**config.mk**
```make
export PLATFORM = sky130hd
export DESIGN_NAME = counter_sequencer
export DESIGN_NICKNAME = d
export VERILOG_FILES = /design/src/rtl/counter_sequencer.sv
export SDC_FILE = /design/constraint.sdc
export NUM_CORES = 1
export LEC_CHECK = 0
export ABC_AREA = 1
export CAP_MARGIN = 20
export CELL_PAD_IN_SITES_DETAIL_PLACEMENT = 1
export CELL_PAD_IN_SITES_GLOBAL_PLACEMENT = 1
export CORE_ASPECT_RATIO = 0.9
export CORE_MARGIN = 2
export CORE_UTILIZATION = 36
export DETAILED_ROUTE_END_ITERATION = 6
export PLACE_DENSITY = 0.73
export SETUP_SLACK_MARGIN = 0.5
export SYNTH_ARGS = -nofsm -noshare
export SYNTH_HDL_FRONTEND = slang
export SYNTH_SLANG_ARGS = --single-unit
export TNS_END_PERCENT = 50
```
**constraint.sdc**
```tcl
create_clock -name clk -period 1.6 [get_ports clk]
set_clock_uncertainty 0.15 [all_clocks]
set_input_delay 0.32 -clock clk [delete_from_list [all_inputs] [get_ports clk]]
set_output_delay 0.32 -clock clk [all_outputs]
set_load 0.02 [all_outputs]
```
**src/rtl/counter_sequencer.sv**
```systemverilog
// counter_sequencer: free-running tick divider plus an up/down run sequencer driven by debounced go/pause buttons.
module counter_sequencer #(
  parameter int COUNT_WIDTH = 24,
  parameter logic [COUNT_WIDTH:0] MAX_COUNT = (COUNT_WIDTH+1)'(6000000 - 1)
) (
  input  logic       clk,
  input  logic       rst,
  input  logic       go_btn,
  input  logic       pause_btn,
  input  logic       done_up,
  input  logic       done_down,
  output logic       div_clk,
  output logic       go_up,
  output logic       go_down,
  output logic       pause_up,
  output logic       pause_down,
  output logic [2:0] state,
  output logic       busy,
  output logic [7:0] cycles
);
  typedef enum logic [2:0] {
    IDLE       = 3'd0,
    RUN_UP     = 3'd1,
    PAUSE_UP   = 3'd2,
    RUN_DOWN   = 3'd3,
    PAUSE_DOWN = 3'd4
  } state_t;
  state_t               state_q, state_d;
  logic [COUNT_WIDTH:0] cnt_q, cnt_d;
  logic                 div_q, div_d;
  logic [2:0]           go_q, go_d, pause_q, pause_d;
  logic [3:0]           cmd_q, cmd_d;
  logic [7:0]           cycles_q, cycles_d;
  logic                 go_ev, pause_ev;
  // Per button: bit0/bit1 synchronize, bit2 holds last synchronized value for edge detection.
  assign go_ev    = go_q[1] & ~go_q[2];
  assign pause_ev = pause_q[1] & ~pause_q[2];
  always_comb begin
    cnt_d    = (cnt_q == MAX_COUNT) ? '0 : cnt_q + 1'b1;
    div_d    = cnt_q == MAX_COUNT;
    go_d     = {go_q[1:0], go_btn};
    pause_d  = {pause_q[1:0], pause_btn};
    state_d  = state_q;
    cmd_d    = '0;
    cycles_d = cycles_q;
    // cmd_d bit order: go_up, go_down, pause_up, pause_down
    case (state_q)
      IDLE: if (go_ev) begin
        state_d = RUN_UP;
        cmd_d   = 4'b1000;
      end
      RUN_UP: if (done_up) begin
        state_d = RUN_DOWN;
        cmd_d   = 4'b0100;
      end else if (pause_ev) begin
        state_d = PAUSE_UP;
        cmd_d   = 4'b0010;
      end
      PAUSE_UP: if (go_ev) begin
        state_d = RUN_UP;
        cmd_d   = 4'b1000;
      end
      RUN_DOWN: if (done_down) begin
        state_d  = IDLE;
        cycles_d = cycles_q + 8'd1;
      end else if (pause_ev) begin
        state_d = PAUSE_DOWN;
        cmd_d   = 4'b0001;
      end
      PAUSE_DOWN: if (go_ev) begin
        state_d = RUN_DOWN;
        cmd_d   = 4'b0100;
      end
      default: state_d = IDLE;
    endcase
  end
  always_ff @(posedge clk) begin
    if (rst) begin
      state_q  <= IDLE;
      cnt_q    <= '0;
      div_q    <= 1'b0;
      go_q     <= '0;
      pause_q  <= '0;
      cmd_q    <= '0;
      cycles_q <= '0;
    end else begin
      state_q  <= state_d;
      cnt_q    <= cnt_d;
      div_q    <= div_d;
      go_q     <= go_d;
      pause_q  <= pause_d;
      cmd_q    <= cmd_d;
      cycles_q <= cycles_d;
    end
  end
  assign div_clk = div_q;
  assign {go_up, go_down, pause_up, pause_down} = cmd_q;
  assign state  = state_q;
  assign busy   = state_q != IDLE;
  assign cycles = cycles_q;
endmodule

```
==> run metrics, run 1 <==
status finished, violations left; failing checks setup timing; PnR worst setup slack -0.0489 ns; synthesized area per cell between 6 and 7 um2; worst-margin pin slew 0.284 ns; CTS sink count between 40 and 50; die height 78.8 um; Yosys warning count 0; Worst Setup Path Type reg -> reg; CP Capture Point cnt_q[8]$_SDFF_PP0_; Worst path max stage delay 0.40 ns; Mapped Cells roughly 330; final cell count without fillers between 400 and 500; DR iter-0 viols 84; die area 0.00686 mm2; Layout fillers 716; via count between 2000 and 2500; CP max-delay cell dfxtp_1; most frequent cells in the layout nand2_1, nor2_1, inv_1, buf_4, buf_6; PwrDens 634 mW/mm2; largest net degree at the start of global routing 15; port bufs 22; io pins 23; syn nets roughly 330; H-tree levels 2; Hold Buf Count CTS 0; max cap viols 0; hpwl dp roughly 4.4 mm; first-pass GRT wire length around 11 mm; P_leak 0.00133 uW; Die X 87.1 um; startpoint types register; final setup fails 22; Worst Path Arrival about 1.7 ns; register area share after synthesis 42.1%; GRT Resource Usage Total a little over a fifth; Worst Hold Class in -> reg; max frequency a little over 600 MHz; gp weighted congestion slightly below 0.8; Seq cells post-synth 47; final antenna-violating net count 0; Worst EP required roughly 1.7 ns; slew margin rel. between 80% and 90%; Tmin final ~1.6 ns; hold_ws approximately 0.18 ns; Final Hold Fails 0; TritonCTS clock tree done; Post-Syn Area 0.00224 mm2; Setup crit end kind register; CTS Buf Count 5; DRC Markers 0; most common cell after layout, fill and taps aside nand2_1; final worst-path cycle share 103%; Initial Util 37.0%; Layout area overhead 59.5%; Antenna Cells 0; vias per cell roughly 5.0; reg2reg end cnt_q[8]$_SDFF_PP0_; post-DR wirelength/cell around 17 um; vias in the first global route 2462; Max IR drop VDD between 0.0006 and 0.0007 V; clk slew on worst S/H paths roughly 0.1 ns; crit path cell chain inv_1 > nor2_1 > nand3_1 > nor2_2 > nand2_4 > nand2_4 > buf_12 > clkbuf_16 > nor2_2; core area a little over 0.006 mm2; Synth cell types 27; reg2reg setup slack -0.05 ns; RSZ-0062 raised after global routing true; Worst Reg-to-Reg Cells 9; crit-path max FO 5; clock root buffer clkbuf_8; FF-to-FF Start cnt_q[15]$_SDFF_PP0_; Layout Nets around 410; total wire length 8.23 mm; drt pass-1 iters 4; Clock Path Buffers 2; Crit. Startpoint cnt_q[15]$_SDFF_PP0_; # rows 27; initial antenna violation count 0; Max Slew Vio Count 0; Placed Instances 439; post-layout util between 50% and 60%; total grt overflow 0; layout cell share with drive strength beyond 1 between 40 and 50%; clk_lat worst skew 0.31 ns
[where the power goes]
group	internal [uW]	switching, uW	total [uW]
Sequential	1180	16.6	1200
Clock	394	452	847
Combinational	111	109	220
[how the worst min path moves through the flow]
stage | start | end | slack (ns) | cells past startpoint
2_1_floorplan | go_q[0]$_SDFF_PP0_ | go_q[1]$_SDFF_PP0_ | 0.24 | 2
3_3_place_gp | go_q[0]$_SDFF_PP0_ | go_q[1]$_SDFF_PP0_ | 0.24 | 2
3_5_place_dp | pause_q[0]$_SDFF_PP0_ | pause_q[1]$_SDFF_PP0_ | 0.25 | 2
4_1_cts | pause_q[0]$_SDFF_PP0_ | pause_q[1]$_SDFF_PP0_ | 0.26 | 2
5_1_grt | done_down | cmd_q[0]$_SDFF_PP0_ | 0.18 | 3
6_report | done_down | cmd_q[0]$_SDFF_PP0_ | 0.18 | 3
[registers in the layout, indices dropped and copies added (netlist names)]
name / flops
cnt_q: 25
cycles: 8
cmd_q: 4
go_q: 3
pause_q: 3
state: 3
div_clk: 1
[metal layers]
| layer | routed length [um] | share of wire [%] | global-route usage, % | vias to the layer above |
|---|---|---|---|---|
| li1 | - | - | - | 1160 |
| met1 | 3460 | 42 | 26.9 | 1159 |
| met2 | 4360 | 53 | 35.7 | 45 |
| met3 | 297 | 3.6 | 4.47 | 12 |
| met4 | 121 | 1.5 | 6.88 | 0 |
| met5 | 0 | 0 | 0 | - |
[final cells by class]
type,instances,area (um2),area share (%)
sequential,47,991,27.8
clock inverter,1,7.51,0.210
clock buffer,7,96.3,2.70
multi-input combinational,237,1500,42.2
inverter,38,145,4.07
tap,72,90.1,2.53
timing repair buffer,69,733,20.6
[synthesized netlist by cell type]
| cell | instances | share of area (%) |
|---|---|---|
| a21oi_1 | 13 | 2.9 |
| a31oi_1 | 4 | 1.1 |
| and3_1 | 2 | 0.56 |
| buf_12 | 1 | 0.90 |
| buf_4 | 1 | 0.34 |
| buf_8 | 1 | 0.67 |
| clkbuf_1 | 1 | 0.17 |
| dfxtp_1 | 47 | 42 |
| ha_1 | 2 | 1.1 |
| inv_1 | 37 | 6.2 |
| inv_2 | 1 | 0.17 |
| nand2_1 | 78 | 13 |
| nand2_2 | 2 | 0.56 |
| nand2_4 | 1 | 0.50 |
| nand3_1 | 14 | 3.1 |
| nand3_2 | 1 | 0.45 |
| nand3b_1 | 2 | 0.67 |
| nand4_1 | 4 | 1.1 |
| nor2_1 | 77 | 13 |
| nor2_2 | 9 | 2.5 |
| nor2_4 | 1 | 0.50 |
| nor3_1 | 6 | 1.3 |
| o21ai_0 | 6 | 1.3 |
| o21bai_1 | 3 | 1.0 |
| or2_0 | 1 | 0.28 |
| xnor2_1 | 5 | 2.0 |
| xor2_1 | 6 | 2.4 |
[critical path: cells and delay by family, from the launching register on]
kind | cells | cell delay [ns]
flip-flops | 1 | 0.40
AND/OR/NAND/NOR | 6 | 0.64
buffers and inverters | 3 | 0.36
[metrics by stage]
step	power (uW)	cell area [um2]	setup TNS (ns)	worst slack, ns
floorplan	1300	2270	0	0.204
global placement	1360	2730	-0.343	-0.116
detailed placement	1360	2730	-0.471	-0.141
CTS	2210	3140	0	0.0638
global route	2340	3570	-1.13	-0.0721
finish	2260	3570	-0.585	-0.0489
[cell families after synthesis]
| logic type | after synthesis | synth area share (%) |
|---|---|---|
| adder cells (fa/ha/maj) | 2 | 1.12 |
| AO/OA/AOI/OAI | 26 | 6.38 |
| buffers and inverters | 42 | 8.45 |
| flip-flops | 47 | 42.1 |
| AND/OR/NAND/NOR | 198 | 37.7 |
| XOR/XNOR | 11 | 4.31 |
[repair_timing]
action	4_1_cts	5_1_grt
resized for setup	145	106
pin swaps	6	33
endpoints found under the setup margin	57	58
gates cloned	2	1
setup buffers	14	7
No activity file was read; power rests on OpenSTA's default activity.
==> run 2: changes to the inputs <==
GPL_TIMING_DRIVEN = 0   (was unset)
MAX_ROUTING_LAYER = met4   (was unset)
==> run metrics, run 2 (synthesis results as in run 1) <==
CTS sink count 47 (unchanged); max reg flops 25 (unchanged); worst-margin pin slew 0.289 ns (+0.00565 ns); Worst path max stage delay 0.36 ns (-0.04 ns); RSZ-0062 raised after global routing true; max frequency 640 MHz (+5.6%); io pins 23 (unchanged); Sw Share 25.3% (-0.21 points); gp weighted congestion 0.802 (+2.2%); status finished clean; final setup fails 0 (-100%); FF-to-FF Start cnt_q[1]$_SDFF_PP0_; most frequent cells in the layout nand2_1, nor2_1, inv_1; CP Depth 9 (unchanged); P_leak 0.00113 uW (-15%); combinational share of power 7.9% (-1.8 points); slew margin rel. 80.6% (-0.30 points); Max IR drop VDD 0.000447 V (-30%); switching power 531 uW (-8.1%); met2 Resource Use GR 28.5% (-7.3 points); via count 2198 (-7.5%); layout cell share with drive strength beyond 1 37.8% (-10 points); GRT Resource Usage Total 18.7% (-2.5 points); WP buf/inv 2 (-1); Setup crit end kind register; Initial Util 37.0% (unchanged); DR iter-0 viols 68 (-19%); Worst Setup Path Type reg -> reg; power share of the clock group 35.3% (-2.1 points); Tmin final 1.56 ns (-0.0871 ns); Worst Path Arrival 1.62 ns (-0.08 ns); cell repeated most along the worst path nand2_4; Post-DP Area 0.00258 mm2 (-5.6%); total grt overflow 0 (unchanged); core area 0.00605 mm2 (unchanged); Die X 87.1 um (unchanged); hold_ws 0.0904 ns (-0.0869 ns); Layout Nets 383 (-5.7%); first-pass GRT wire length 9.87 mm (-14%); Max Slew Vio Count 0 (unchanged); Layout area overhead 41.8%; Crit. Startpoint cnt_q[1]$_SDFF_PP0_; M3 GR Usage 3.85% (-0.62 points); Biggest register cnt_q; clk_lat worst skew 0.31 ns (about the same); register share of total power 56.8% (+3.9 points); DRC Markers 0 (unchanged); Clock Path Buffers 2 (unchanged); initial antenna violation count 0 (unchanged); Hold Buf Count CTS 0 (unchanged); crit path cell chain ha_4 > nand2_4 > nor2_4 > inv_2 > nor2_2 > nand2_2 > nand2_4 > clkbuf_16 > a21oi_2; CP top delay family simple AND/OR/NAND/NOR gates; CP max-delay cell dfxtp_2; Worst Reg-to-Reg Cells 9 (unchanged); die height 78.8 um (unchanged); CP Capture Point cnt_q[23]$_SDFF_PP0_; final antenna-violating net count 0 (unchanged); final worst-path cycle share 97.6% (-5.4 points); total wire length 6.38 mm (-22%); internal power 1570 uW (-7.0%); reg2reg end cnt_q[23]$_SDFF_PP0_; PwrDens 662 mW/mm2 (+4.3%); post-DR wirelength/cell 14.2 um (-19%); vias per cell 4.91 (-2.7%); largest net degree at the start of global routing 16 (+1); port bufs 22 (unchanged); # rows 27 (unchanged); Final Hold Fails 0 (unchanged); reg2reg setup slack 0.04 ns (+0.09 ns); clk slew on worst S/H paths 0.09 ns (about the same); CTS Buf Count 5 (unchanged); Antenna Cells 0 (unchanged); drt pass-1 iters 4 (unchanged); clock root buffer clkbuf_8; most common cell after layout, fill and taps aside nand2_1; Worst Hold Class in -> reg; die area 0.00686 mm2 (unchanged); crit-path max FO 5 (unchanged); startpoint types register; hpwl dp 4.20 mm (-5.0%); H-tree levels 2 (unchanged); Top Usage Layer GRT met2; Worst EP required 1.65 ns (about the same); post-route cell area 0.00317 mm2 (-11%); max cap viols 0 (unchanged); vias in the first global route 2156 (-12%); hold path depth 2 (-1); TritonCTS clock tree done; met1 Use GR 24.9% (-2.0 points)
==> run 2: per-layer routing <==
layer,part of all wire [%],vias up
met5,0,-
met4,1.7,0
met3,2.0,11
met2,48,22
met1,48,1058
li1,-,1107
==> run 2: power groups by stage <==
stage	sequential, uW	combinational, uW	clock [uW]
finish	1190	165	740
global route	1200	181	816
CTS	1190	134	764
detailed placement	1230	122	0
global placement	1230	120	0
floorplan	1230	72.2	0
==> run 2: final cells by class <==
class	count	area, um2
timing repair buffer	42	430
clock inverter	2	16.3
fill	763	2880
inverter	38	153
tap	72	90.1
sequential	47	990
multi-input combinational	237	1370
buffer	4	51.3
clock buffer	6	72.6
==> run 2: per-stage QoR <==
step	setup slack [ns]	total power, uW	TNS, ns	std cells	util [%]
after floorplan	0.204	1300	0	326	-
after global placement	-0.206	1350	-6.34	420	42.6
after detailed placement	-0.237	1350	-6.69	420	42.6
after CTS	0.0633	2090	0	437	46.3
after global routing	-0.0367	2190	-0.266	448	52.4
final	0.0382	2100	0	448	52.4
==> run 2: worst min-delay path by stage <==
stage                     slack (ns)                   from                    end
after floorplan                 0.24     go_q[0]$_SDFF_PP0_     go_q[1]$_SDFF_PP0_
after global placement          0.24  pause_q[0]$_SDFF_PP0_  pause_q[1]$_SDFF_PP0_
after detailed placement        0.25     go_q[0]$_SDFF_PP0_     go_q[1]$_SDFF_PP0_
after CTS                       0.26     go_q[0]$_SDFF_PP0_     go_q[1]$_SDFF_PP0_
after global routing             0.1              done_down    cmd_q[0]$_SDFF_PP0_
final                           0.09              done_down    cmd_q[0]$_SDFF_PP0_
==> run 2: what timing repair did <==
item | in CTS | in global routing
setup buffers | 9 | 9
cloned | 0 | 2
endpoints found under the hold margin | 0 | 0
pin swaps | 1 | 13
gates resized for setup | 128 | 85
setup endpoints to repair | 63 | 63
